`src/rtl/r22sdf_pkg.sv`:
```
// Shared types and sizing helpers for the radix-2^2 SDF frame controller.
package r22sdf_pkg;

    typedef enum logic [1:0] {
        ST_IDLE  = 2'd0,
        ST_RUN   = 2'd1,
        ST_PAD   = 2'd2,
        ST_DRAIN = 2'd3
    } state_e;

    function automatic int unsigned clog2(input int unsigned value);
        int unsigned res;
        res = 0;
        for (int unsigned i = 0; i < 32; i++) begin
            if ((32'd1 << i) < value) res = i + 32'd1;
        end
        return res;
    endfunction

    localparam int unsigned FFT_LEN_DEF  = 16;
    localparam int unsigned IN_CNT_W_DEF = clog2(FFT_LEN_DEF);

endpackage

```
`src/rtl/r22sdf_tag_pipe.sv`:
```
// Enable-gated tag delay line mirroring the FFT latency, plus a count of
// tagged (real) samples currently inside the pipeline.
module r22sdf_tag_pipe
    import r22sdf_pkg::*;
#(
    parameter  int unsigned PIPE_LAT = 24,
    localparam int unsigned LIVE_W   = clog2(PIPE_LAT + 1)
) (
    input  logic              clk_i,
    input  logic              rst_i,
    input  logic              en_i,
    input  logic              tag_i,
    output logic              tag_o,
    output logic [LIVE_W-1:0] live_o
);

    logic [PIPE_LAT-1:0] sr_q, sr_d;
    logic [LIVE_W-1:0]   live_q, live_d;

    always_comb begin
        sr_d   = sr_q;
        live_d = live_q;
        if (en_i) begin
            sr_d[0] = tag_i;
            for (int unsigned i = 1; i < PIPE_LAT; i++) begin
                sr_d[i] = sr_q[i - 1];
            end
            if (tag_i && !sr_q[PIPE_LAT-1]) begin
                live_d = live_q + LIVE_W'(1);
            end else if (!tag_i && sr_q[PIPE_LAT-1]) begin
                live_d = live_q - LIVE_W'(1);
            end
        end
    end

    always_ff @(posedge clk_i) begin
        if (rst_i) begin
            sr_q   <= '0;
            live_q <= '0;
        end else begin
            sr_q   <= sr_d;
            live_q <= live_d;
        end
    end

    assign tag_o  = sr_q[PIPE_LAT-1];
    assign live_o = live_q;

endmodule

```
`src/rtl/r22sdf_frame_ctrl.sv`:
```
// Frame sequencer for the R2^2 SDF FFT: input handshake, zero padding of a
// partial last frame, pipeline drain and output valid/sop/eop tagging.
module r22sdf_frame_ctrl
    import r22sdf_pkg::*;
#(
    parameter int unsigned FFT_LEN     = FFT_LEN_DEF,
    parameter int unsigned PIPE_LAT    = 24,
    parameter int unsigned FRAME_CNT_W = 8
) (
    input  logic                   sys_clk,
    input  logic                   sys_rst,
    input  logic                   s_valid,
    input  logic                   s_sop,
    output logic                   s_ready,
    input  logic                   flush_req,
    input  logic                   fft_rdy,
    output logic                   fft_en,
    output logic                   fft_zero_in,
    output logic                   m_valid,
    output logic                   m_sop,
    output logic                   m_eop,
    output logic [FRAME_CNT_W-1:0] m_frame_cnt,
    output logic                   busy,
    output logic                   done,
    output logic                   err_sop
);

    localparam int unsigned CNT_W  = clog2(FFT_LEN);
    localparam int unsigned LIVE_W = clog2(PIPE_LAT + 1);
    localparam logic [CNT_W-1:0] CNT_LAST = CNT_W'(FFT_LEN - 1);

    state_e             state_q, state_d;
    logic [CNT_W-1:0]   in_cnt_q, in_cnt_d;
    logic [CNT_W-1:0]   out_cnt_q;
    logic [FRAME_CNT_W-1:0] frame_cnt_q;
    logic               err_sop_q, err_sop_d;
    logic               flush_pend_q, flush_pend_d;
    logic               m_valid_q, m_sop_q, m_eop_q;
    logic               done_pend_q, done_q;
    logic               accept, tag_in, tag_out, drain_done, out_fire;
    logic [LIVE_W-1:0]  live;

    r22sdf_tag_pipe #(.PIPE_LAT(PIPE_LAT)) u_tag_pipe (
        .clk_i  (sys_clk),
        .rst_i  (sys_rst),
        .en_i   (fft_en),
        .tag_i  (tag_in),
        .tag_o  (tag_out),
        .live_o (live)
    );

    // Handshake, pipeline enable and next-state; fft_rdy low freezes everything.
    always_comb begin
        s_ready      = 1'b0;
        fft_en       = 1'b0;
        fft_zero_in  = 1'b0;
        tag_in       = 1'b0;
        accept       = 1'b0;
        drain_done   = 1'b0;
        state_d      = state_q;
        in_cnt_d     = in_cnt_q;
        err_sop_d    = err_sop_q;
        flush_pend_d = 1'b0;
        case (state_q)
            ST_IDLE, ST_RUN: begin
                s_ready = fft_rdy;
                accept  = s_valid & fft_rdy;
                fft_en  = accept;
                tag_in  = accept;
                if (accept) begin
                    if (s_sop && in_cnt_q != '0) begin
                        err_sop_d = 1'b1;
                        in_cnt_d  = CNT_W'(1);
                    end else begin
                        in_cnt_d  = in_cnt_q + CNT_W'(1);
                    end
                    if (state_q == ST_IDLE) state_d = ST_RUN;
                end
                // A flush seen during a stall is held until the pipeline can move.
                if (state_q == ST_RUN && (flush_req || flush_pend_q)) begin
                    if (fft_rdy) begin
                        state_d = (in_cnt_d == '0) ? ST_DRAIN : ST_PAD;
                    end else begin
                        flush_pend_d = 1'b1;
                    end
                end
            end
            ST_PAD: begin
                fft_zero_in = 1'b1;
                fft_en      = fft_rdy;
                tag_in      = 1'b1;
                if (fft_rdy) begin
                    in_cnt_d = in_cnt_q + CNT_W'(1);
                    if (in_cnt_d == '0) state_d = ST_DRAIN;
                end
            end
            ST_DRAIN: begin
                fft_zero_in = 1'b1;
                fft_en      = fft_rdy;
                if (fft_rdy && (live == '0 || (live == LIVE_W'(1) && tag_out))) begin
                    state_d    = ST_IDLE;
                    drain_done = 1'b1;
                end
            end
            default: state_d = ST_IDLE;
        endcase
    end

    assign out_fire = fft_en & tag_out;

    // done trails the final m_valid by one cycle so the frame is fully out.
    always_ff @(posedge sys_clk) begin
        if (sys_rst) begin
            state_q      <= ST_IDLE;
            in_cnt_q     <= '0;
            out_cnt_q    <= '0;
            frame_cnt_q  <= '0;
            err_sop_q    <= 1'b0;
            flush_pend_q <= 1'b0;
            m_valid_q    <= 1'b0;
            m_sop_q      <= 1'b0;
            m_eop_q      <= 1'b0;
            done_pend_q  <= 1'b0;
            done_q       <= 1'b0;
        end else begin
            state_q      <= state_d;
            in_cnt_q     <= in_cnt_d;
            err_sop_q    <= err_sop_d;
            flush_pend_q <= flush_pend_d;
            m_valid_q    <= out_fire;
            m_sop_q      <= out_fire & (out_cnt_q == '0);
            m_eop_q      <= out_fire & (out_cnt_q == CNT_LAST);
            if (out_fire) out_cnt_q <= out_cnt_q + CNT_W'(1);
            if (m_eop_q) frame_cnt_q <= frame_cnt_q + FRAME_CNT_W'(1);
            done_pend_q  <= drain_done;
            done_q       <= done_pend_q;
        end
    end

    assign m_valid     = m_valid_q;
    assign m_sop       = m_sop_q;
    assign m_eop       = m_eop_q;
    assign m_frame_cnt = frame_cnt_q;
    assign done        = done_q;
    assign err_sop     = err_sop_q;
    assign busy        = (state_q != ST_IDLE) | (live != '0);

endmodule

```
`config.mk`:
```
export PLATFORM = sky130hd
export DESIGN_NAME = r22sdf_frame_ctrl
export DESIGN_NICKNAME = d
export VERILOG_FILES = /design/src/rtl/r22sdf_pkg.sv /design/src/rtl/r22sdf_tag_pipe.sv /design/src/rtl/r22sdf_frame_ctrl.sv
export SDC_FILE = /design/constraint.sdc
export NUM_CORES = 1
export LEC_CHECK = 0
export ABC_AREA = 1
export CORE_MARGIN = 2
export CORE_UTILIZATION = 51
export CTS_BUF_LIST = sky130_fd_sc_hd__clkbuf_16
export CTS_CLUSTER_DIAMETER = 200
export DETAILED_ROUTE_END_ITERATION = 8
export PLACE_DENSITY = 0.73
export SLEW_MARGIN = 10
export SYNTH_ARGS = -nofsm -noshare
export SYNTH_HDL_FRONTEND = slang
export SYNTH_HIERARCHICAL = 1
export SYNTH_SLANG_ARGS = --single-unit
```
`constraint.sdc`:
```
create_clock -name sys_clk -period 2 [get_ports sys_clk]
set_input_delay 0.5 -clock sys_clk [delete_from_list [all_inputs] [get_ports sys_clk]]
set_output_delay 0.5 -clock sys_clk [all_outputs]
set_load 0.03 [all_outputs]
```
After elaboration in Yosys (flattened, before gate mapping)
Index checks and enable logic that the tools add are counted.

storage, ports and cells
  word-level logic and storage cells = 84
  bits of input ports = 6
  output and inout port bits = 17
  flip-flop bits (word level) = 54

operators by class
  reduce and logical (&&, ||, !) cells = 28
  bitwise gates (word level) = 8
  muxes and demuxes = 22
  eq/ne operators = 8
  add/subtract/negate cells = 5

operators with widths
  kind                 number
  $mux 4               4
  $mux 2               7
  $logic_not 4->1      3
  $mux 5               2
  $add 4x1->4 const B  2
  $add 8x1->8 const B  1
  $pmux 4 s2           1
  $logic_and 1x1->1    6
  $ne 2x2->1 const B   3
  $pmux 2 s3           1
  $reduce_and 3->1     2
  $reduce_bool 2->1    3
  $reduce_or 2->1      3
  $add 5x1->5 const B  1
  $eq 5x1->1 const B   1
  $logic_not 5->1      1
  $mux 1               5
  $reduce_bool 5->1    1
  $sub 5x1->5 const B  1
  $and 1x1->1          4
  $eq 2x2->1 const B   2
  $eq 4x4->1 const B   1
  $pmux 1 s2           2
  $reduce_and 2->1     2
  other kinds (8)      12

Logic depth before layout (Yosys ltp)
Gate-level depths: netlist of the first run.

  depth in word-level cells = 10
  gate-level depth with buffers = 15
  gate-level depth less buffers = 14

Cells and area by module
Netlist of the first run, hierarchy kept.

modules (own cells, without submodules)
  module             cells each  area each (um^2)  times used  sequential area each (um^2)
  r22sdf_frame_ctrl  177         1271.2            1           500.5
  r22sdf_tag_pipe    155         1184.9            1           580.6

Least setup slack after synthesis of the first run
OpenSTA, ideal clock, no wires.

  path kind = register -> register
  start = register (tool-made name)
  end = register u_tag_pipe.live_q[4] (netlist: u_tag_pipe/live_o[4])
  cell stages (with the launch flop) = 14
  data arrival time = 1.977 ns
  buffers on the path = 1
  path slack = -0.086 ns
  required time = 1.891 ns
  period minus slack after synthesis = 2.086 ns
  library setup time = 0.109 ns
  cells stage by stage = dfxtp_1 > buf_4 > inv_4 > nor2_2 > inv_1 > o21ai_0 > ha_1 > inv_1 > ha_1 > or2_2 > nand3_1 > nand3_1 > nand2_1 > inv_1

RTL lines
  element                 line                   source
  end signal: assignment  r22sdf_tag_pipe.sv:42  live_q <= live_d;
  end: declaration        r22sdf_tag_pipe.sv:18  logic [LIVE_W-1:0] live_q, live_d;

==> results of run 1 <==
-- cell type report --
class / count / share of cell area, %
Clock buffer: 5 / 4.07
Clock inverter: 3 / 1.55
Inverter: 39 / 4.92
Multi-Input combinational cell: 229 / 39.4
Sequential cell: 54 / 35.2
Tap cell: 54 / 2.20
Timing Repair Buffer: 45 / 12.6
-- power breakdown --
group / leakage, nW / total, mW / internal, mW / switching (mW)
clock: 0.0844 / 0.994 / 0.598 / 0.397
combinational: 0.862 / 0.447 / 0.193 / 0.254
sequential: 0.442 / 1.19 / 1.14 / 0.0508
-- routing by layer --
metal,vias to the layer above,global-route usage (%),part of all wire (%)
met2,43,33.6,48
li1,1149,-,-
met1,970,25.0,47
met3,4,4.25,3.4
met4,0,7.68,0.96
met5,-,0,0
-- flip-flops by register name, indices dropped and copies added (netlist names), 4 cells and up, named ones only --
signal             flops
m_frame_cnt            8
u_tag_pipe/sr_q       24
out_cnt_q              4
u_tag_pipe/live_o      5
in_cnt_q               4
-- per-stage QoR --
step                      setup TNS (ns)  util (%)  hold slack (ns)
after floorplan                        0         -            0.388
after detailed placement           -2.53      60.9            0.395
after CTS                              0      65.0            0.406
final                                  0      65.5            0.405
after global placement             -2.28      60.9            0.395
after global routing                   0      65.5            0.438
-- cell usage in the layout (no fill, tap or decap), types with 7 or more instances in the layout --
master,n
a21oi_1,14
buf_4,25
clkdlybuf4s50_1,16
dfxtp_1,52
inv_1,34
nand2_1,40
nand3_1,15
nor2_1,70
nor3_1,7
o21ai_0,42
-- final timing paths --
path / from / end / slack, ns / cells after the start
setup reg to reg: register / u_tag_pipe/live_o[3] / 0.16 / 15
hold / removal: done_pend_q / done / 0.40 / 2
hold reg to reg: done_pend_q / done / 0.40 / 2
setup / recovery: register / fft_zero_in / 0.06 / 2
-- what timing repair did --
action | 4_1_cts | 5_1_grt
gates cloned | 0 | 0
setup buffers | 1 | 1
resized for setup | 6 | 5
pin swaps | 4 | 1
setup endpoints to repair | 6 | 5
-- critical path: cells and delay by family (launching register included) --
kind     cells  cell delay (ns)
buf+inv      2             0.80
flops        1             0.35
-- logic make-up (layout without fill, tap and decap cells) --
| family | Yosys count | count (layout) | share of synthesized area, % |
|---|---|---|---|
| AND/OR/NAND/NOR | 149 | 149 | 26.6 |
| AO/OA/AOI/OAI | 69 | 69 | 15.5 |
| flip-flops | 54 | 54 | 44.0 |
| buffers and inverters | 49 | 92 | 8.10 |
| adder cells (fa/ha/maj) | 10 | 10 | 5.40 |
| XOR/XNOR | 1 | 1 | 0.357 |
==> out/metrics.cfg, run 1 <==
[placement]
portBuffers=22
gp_congestion=0.910
dpl_cell_area_um2=2860
hpwl_mm=3.41
place_inst=419
place_ws_ns=-0.510

[floorplan]
core_area_um2=4690
fp.dieH_um=73.4
die-area_um2=5390
ios=23
start_util_pct=52.3
fp.dieW_um=73.4
num_rows=25

[global_routing]
grt_overflow=0
grt_start_max_net_pins=28
antenna_found_initial=0
grt_pass1_wl_mm=8.54
grt_usage_pct=20.0
grt_pass1_vias=2041

[sta]
finalSetupViolations=0
period_minus_slack_ns=1.94
finalHoldViolCount=0
rsz0062_at_grt=no
fmax_ghz=0.516
worstMarginPinSlew_ns=0.466
timing.final.crit_share_pct=96.8
slew_headroom_pct=68.9
skew_ns=0.00674
fin_ws_ns=0.0631
report.final.slew_viol_count=0

[setup_path]
critical_path_required_ns=1.50
crit_path_start_kind=register
cp_cell_sequence=buf_4, clkdlybuf4s50_1
critPathMaxFanout=3
worst_path_max_delay_cell=clkdlybuf4s50_1
path_class=register to output pin
cp.arrival_ns=1.44
max_stage_delay_ns=0.66
endpoint_kind=output pin

[synthesis]
synthMostInstantiatedCell=nor2_1
yosysSeqAreaShare_pct=44.0
synth_commonest_cells=nor2_1, dfxtp_1, o21ai_0
syn_inst=332
synthTopCellsByArea=dfxtp_1, nor2_1, o21ai_0
ys.flop_type=dfxtp_1
avgSynthCellArea_um2=7.40
syn_area_um2=2460
synth_top_area_share_pct=44.0
ys_warn_count=6
synth.distinct_cells=34
syn-num-nets=348
synth-edff-count=0
async_flop_share_pct=0
synth_area_leader_cell=dfxtp_1
ys_ff_latch=54

[status]
outcome=completed

[route]
post_drt_wl_per_cell_um=11.4
drtIter0Drc=72
postRouteAntennaNets=0
drc=0
wirelength_mm=4.88
vias=2166
via_per_inst=5.05
drt-pass1-iter-count=4

[clocking]
insertion_delay_ns=0.29
cts-root-buf=clkbuf_16
path_clk_slew_ns=0.07
hold_buffers=0
cts_max_path_buffers=2
cts_tree=built
cts_buffers=5
htree_num_levels=2
cts_sinks=54

[pwr]
p_total_mw=2.63
p_leak_nw=1.39
p_per_area_nw_per_um2=856
peakVddDrop_mv=0.571

[final_layout]
final_layout_size_suffix_gt1_share_pct=16.0
ff_latch_area_um2=1080
antennaDiodeCount=0
final_area_um2=3080
multi_input_area_um2=1210
fillers=426
final_cells=429
syn_to_final_growth_pct=25.2
finalNetCount=390

[hold_path]
min_path_type=register to register

[run]
maxCapViolCount=0

No activity file was read; power rests on OpenSTA's default activity.
==> run 2: changes to the inputs <==
- CORE_UTILIZATION: 51 -> 46
- CTS_BUF_LIST: sky130_fd_sc_hd__clkbuf_16 -> sky130_fd_sc_hd__clkbuf_4 sky130_fd_sc_hd__clkbuf_8 sky130_fd_sc_hd__clkbuf_16
- PLACE_DENSITY: 0.73 -> 0.67
==> out/metrics.cfg, run 2 (same netlist as run 1, synthesis figures left out) <==
[sta]
finalSetupViolations=0
period_minus_slack_ns=1.94
skew_ns=0.00415
report.final.slew_viol_count=0
slew_headroom_pct=70.6
fmax_ghz=0.516
finalHoldViolCount=0
timing.final.crit_share_pct=96.9
fin_setup_tns_ns=0
rsz0062_at_grt=no
fin_ws_ns=0.0622
worstMarginPinSlew_ns=0.441

[floorplan]
fp.dieW_um=77.1
core_area_um2=5140
ios=23
num_rows=26
fp.dieH_um=77.1
die-area_um2=5940
start_util_pct=47.8

[setup_path]
path_class=register to output pin
critical_path_required_ns=1.50
max_stage_delay_ns=0.71
cp_cell_sequence=clkdlybuf4s50_1
endpoint_kind=output pin
cp_top_family=buffers and inverters
critPathMaxFanout=7
r2r_slack_ns=0.19
crit_buf_inv=1
rr_worst_depth=15
cp.arrival_ns=1.44
r2r_end=u_tag_pipe/live_o[3]
crit_path_start_kind=register
worst_path_max_delay_cell=clkdlybuf4s50_1

[pwr]
p_int_mw=1.74
peakVddDrop_mv=0.567
p_per_area_nw_per_um2=778
p_switching_uw=632
p_clk_share_pct=30.9
netSwitchingFraction_pct=26.7
pwr-share-seq_pct=50.2
pwr-share-comb_pct=19.0
p_leak_nw=1.35

[route]
postRouteAntennaNets=0
drtIter0Drc=70
wirelength_mm=4.70
vias=2160
via_per_inst=4.85
post_drt_wl_per_cell_um=10.6
drt-pass1-iter-count=4
drc=0

[placement]
portBuffers=22
place_ws_ns=-0.452
hpwl_mm=3.32
gp_congestion=0.842

[global_routing]
met2_usage_pct=28.2
gr-usage-met3_pct=3.18
grt_overflow=0
grt_pass1_vias=1981
grt_usage_pct=17.0
grtUsageMet1_pct=22.6
antenna_found_initial=0
grt_pass1_wl_mm=8.33
grt.busiest_layer=met2
grt_start_max_net_pins=28

[clocking]
path_clk_slew_ns=0.09
cts_tree=built
cts-root-buf=clkbuf_8
insertion_delay_ns=0.30
cts_max_path_buffers=2
htree_num_levels=2
cts_buffers=5
cts_sinks=54

[final_layout]
fin_util_pct=59.2
final_common_cell=nor2_1
largest_register_ffs=24
syn_to_final_growth_pct=23.8
top_register=u_tag_pipe/sr_q
mostFrequentLayoutCells=nor2_1, dfxtp_1, o21ai_0
antennaDiodeCount=0
final_layout_size_suffix_gt1_share_pct=16.0
finalNetCount=390

[hold_path]
hold_depth=2
min_path_type=register to register
min_to=done
holdCritStartpoint=done_pend_q

[status]
outcome=completed

[run]
maxCapViolCount=0

==> run 2: area by class of cell <==
type | instances | area (um2)
fill | 546 | 2100
multi-input combinational | 229 | 1210
sequential | 54 | 1080
timing repair buffer | 45 | 392
inverter | 39 | 151
tap | 70 | 87.6
clock buffer | 7 | 83.8
clock inverter | 1 | 30.0
==> run 2: power by group through the flow <==
stage               Combinational, mW  Sequential [mW]  Clock [mW]
floorplan                       0.302             1.20           0
global placement                0.431             1.21           0
detailed placement              0.438             1.21           0
CTS                             0.451             1.19       0.755
global route                    0.511             1.20       0.801
finish                          0.449             1.19       0.731
==> run 2: worst max path at each step <==
stage / startpoint / end / slack, ns / depth (start not counted)
6_report: m_eop / m_eop / 0.06 / 1
5_1_grt: fft_rdy / u_tag_pipe/live_o[3] / 0.005 / 14
4_1_cts: m_eop / m_eop / 0.03 / 1
3_5_place_dp: fft_rdy / u_tag_pipe/live_o[4] / -0.45 / 11
3_3_place_gp: fft_rdy / u_tag_pipe/live_o[4] / -0.41 / 11
2_1_floorplan: register / u_tag_pipe/live_o[4] / 0.005 / 13
==> run 2: stage by stage <==
| step | cell area, um2 | hold slack, ns | std cells | total power [mW] |
|---|---|---|---|---|
| after floorplan | 2470 | 0.388 | 332 | 1.50 |
| after global placement | 2880 | 0.391 | 435 | 1.64 |
| after detailed placement | 2880 | 0.394 | 435 | 1.65 |
| after CTS | 3040 | 0.407 | 445 | 2.39 |
| after global routing | 3040 | 0.447 | 445 | 2.51 |
| final | 3040 | 0.407 | 445 | 2.37 |
==> run 2: what timing repair did <==
item                                   CTS  global route
pin swaps                                3             2
hold buffers                             0             0
buffers inserted                         2             0
setup endpoints to repair                7             2
endpoints found under the hold margin    0             0
resized for setup                       11             2
==> run 2: per-layer routing <==
| layer | up-vias | routed length [um] |
|---|---|---|
| li1 | 1151 | - |
| met1 | 981 | 2390 |
| met2 | 24 | 2140 |
| met3 | 4 | 130 |
| met4 | 0 | 39 |
| met5 | - | 0 |
==> run 3: changes to the inputs <==
- SETUP_SLACK_MARGIN: default -> 0.02
==> out/metrics.cfg, run 3 (same netlist as run 1, synthesis figures left out) <==
[status]
outcome=completed

[final_layout]
final_cells=443
final_common_cell=nor2_1
final_layout_size_suffix_gt1_share_pct=16.4
top_register=u_tag_pipe/sr_q
antennaDiodeCount=0
multi_input_area_um2=1220
finalNetCount=390
fillers=504
ff_latch_area_um2=1080
syn_to_final_growth_pct=22.8
mostFrequentLayoutCells=nor2_1, dfxtp_1, o21ai_0
largest_register_ffs=24

[pwr]
p_leak_nw=1.35
p_clk_share_pct=26.3
peakVddDrop_mv=0.500
p_switching_uw=624
pwr-share-comb_pct=20.4
p_int_mw=1.60
p_per_area_nw_per_um2=739
netSwitchingFraction_pct=28.0
pwr-share-seq_pct=53.3

[global_routing]
grt_pass1_wl_mm=8.44
grtUsageMet1_pct=22.9
antenna_found_initial=0
grt_start_max_net_pins=28
met2_usage_pct=27.9
grt_usage_pct=17.2
grt.busiest_layer=met2
gr-usage-met3_pct=3.53
grt_overflow=0
grt_pass1_vias=1957

[sta]
report.final.slew_viol_count=0
slew_headroom_pct=69.9
fmax_ghz=0.528
rsz0062_at_grt=no
skew_ns=0.00910
finalHoldViolCount=0
fin_ws_ns=0.107
fin_setup_tns_ns=0
worstMarginPinSlew_ns=0.451
timing.final.crit_share_pct=94.6
holdWs_ns=0.407
finalSetupViolations=0
period_minus_slack_ns=1.89

[clocking]
cts_tree=built
cts-root-buf=clkbuf_8
cts_sinks=54
hold_buffers=0
cts_max_path_buffers=2
cts_buffers=5
path_clk_slew_ns=0.09
insertion_delay_ns=0.30
htree_num_levels=2

[hold_path]
min_path_type=register to register

[setup_path]
critical_path_required_ns=1.50
crit_path_start_kind=register
path_class=register to output pin
r2r_end=u_tag_pipe/live_o[4]
endpoint_kind=output pin
critPathMaxFanout=3
critical_path.endpoint=busy
r2r_slack_ns=0.20
startpoint=u_tag_pipe/live_o[2]
rr_worst_depth=15
cp.arrival_ns=1.39

[floorplan]
num_rows=26
core_area_um2=5140
fp.dieH_um=77.1
ios=23
die-area_um2=5940
start_util_pct=47.8
fp.dieW_um=77.1

[run]
maxCapViolCount=0

[route]
via_per_inst=4.86
drc=0
drt-pass1-iter-count=4
post_drt_wl_per_cell_um=10.4
postRouteAntennaNets=0
drtIter0Drc=90
wirelength_mm=4.61
vias=2153

[placement]
place_inst=437
hpwl_mm=3.36
gp_congestion=0.846
place_ws_ns=-0.504
portBuffers=22

## run 3: cell count changes in the layout (fill, tap and decap cells not counted), sizes merged
cell           previous run  this run
dlymetal6s2s              0         1
clkbuf                    7         6
bufinv                    1         0
clkdlybuf4s50            16        15
## run 3: final cells by class
| cell class | instances | area share, % |
|---|---|---|
| Clock buffer | 6 | 2.74 |
| Inverter | 39 | 5.02 |
| Multi-Input combinational cell | 229 | 40.6 |
| Sequential cell | 54 | 35.9 |
| Tap cell | 70 | 2.90 |
| Timing Repair Buffer | 45 | 12.8 |
## run 3: timing repair
item	4_1_cts	5_1_grt
pin swaps	3	1
endpoints found under the setup margin	7	3
resized for setup	12	3
setup buffers	0	0
## run 3: power groups by stage
| stage | Combinational (mW) | Clock, mW | Sequential, mW |
|---|---|---|---|
| floorplan | 0.303 | 0 | 1.20 |
| global placement | 0.434 | 0 | 1.21 |
| detailed placement | 0.442 | 0 | 1.21 |
| CTS | 0.455 | 0.612 | 1.19 |
| global route | 0.519 | 0.665 | 1.20 |
| finish | 0.454 | 0.586 | 1.19 |
## run 3: worst min-delay path by stage
stage	depth (start not counted)	start	slack (ns)	end
2_1_floorplan	2	done_pend_q	0.39	done
3_3_place_gp	2	done_pend_q	0.39	done
3_5_place_dp	2	done_pend_q	0.40	done
4_1_cts	2	done_pend_q	0.41	done
5_1_grt	2	done_pend_q	0.44	done
6_report	2	done_pend_q	0.41	done
## run 3: per-stage QoR
stage	utilization, %	instance area (um2)	power [mW]
after floorplan	-	2470	1.51
after global placement	56.3	2890	1.64
after detailed placement	56.3	2890	1.65
after CTS	58.6	3010	2.25
after global routing	58.7	3020	2.38
final	58.7	3020	2.23
## run 3: metal layers
metal / vias to the layer above / part of all wire [%] / wire (um)
li1: 1153 / - / -
met1: 957 / 50 / 2310
met2: 33 / 45 / 2060
met3: 10 / 3.5 / 161
met4: 0 / 1.6 / 74
met5: - / 0 / 0
## run 3: worst max-delay path, stage by stage, from the launching register on
cell	delay [ns]
dfxtp_1	0.42
nor2_1	0.06
and2_1	0.17
nand4_1	0.08
clkdlybuf4s15_1	0.37
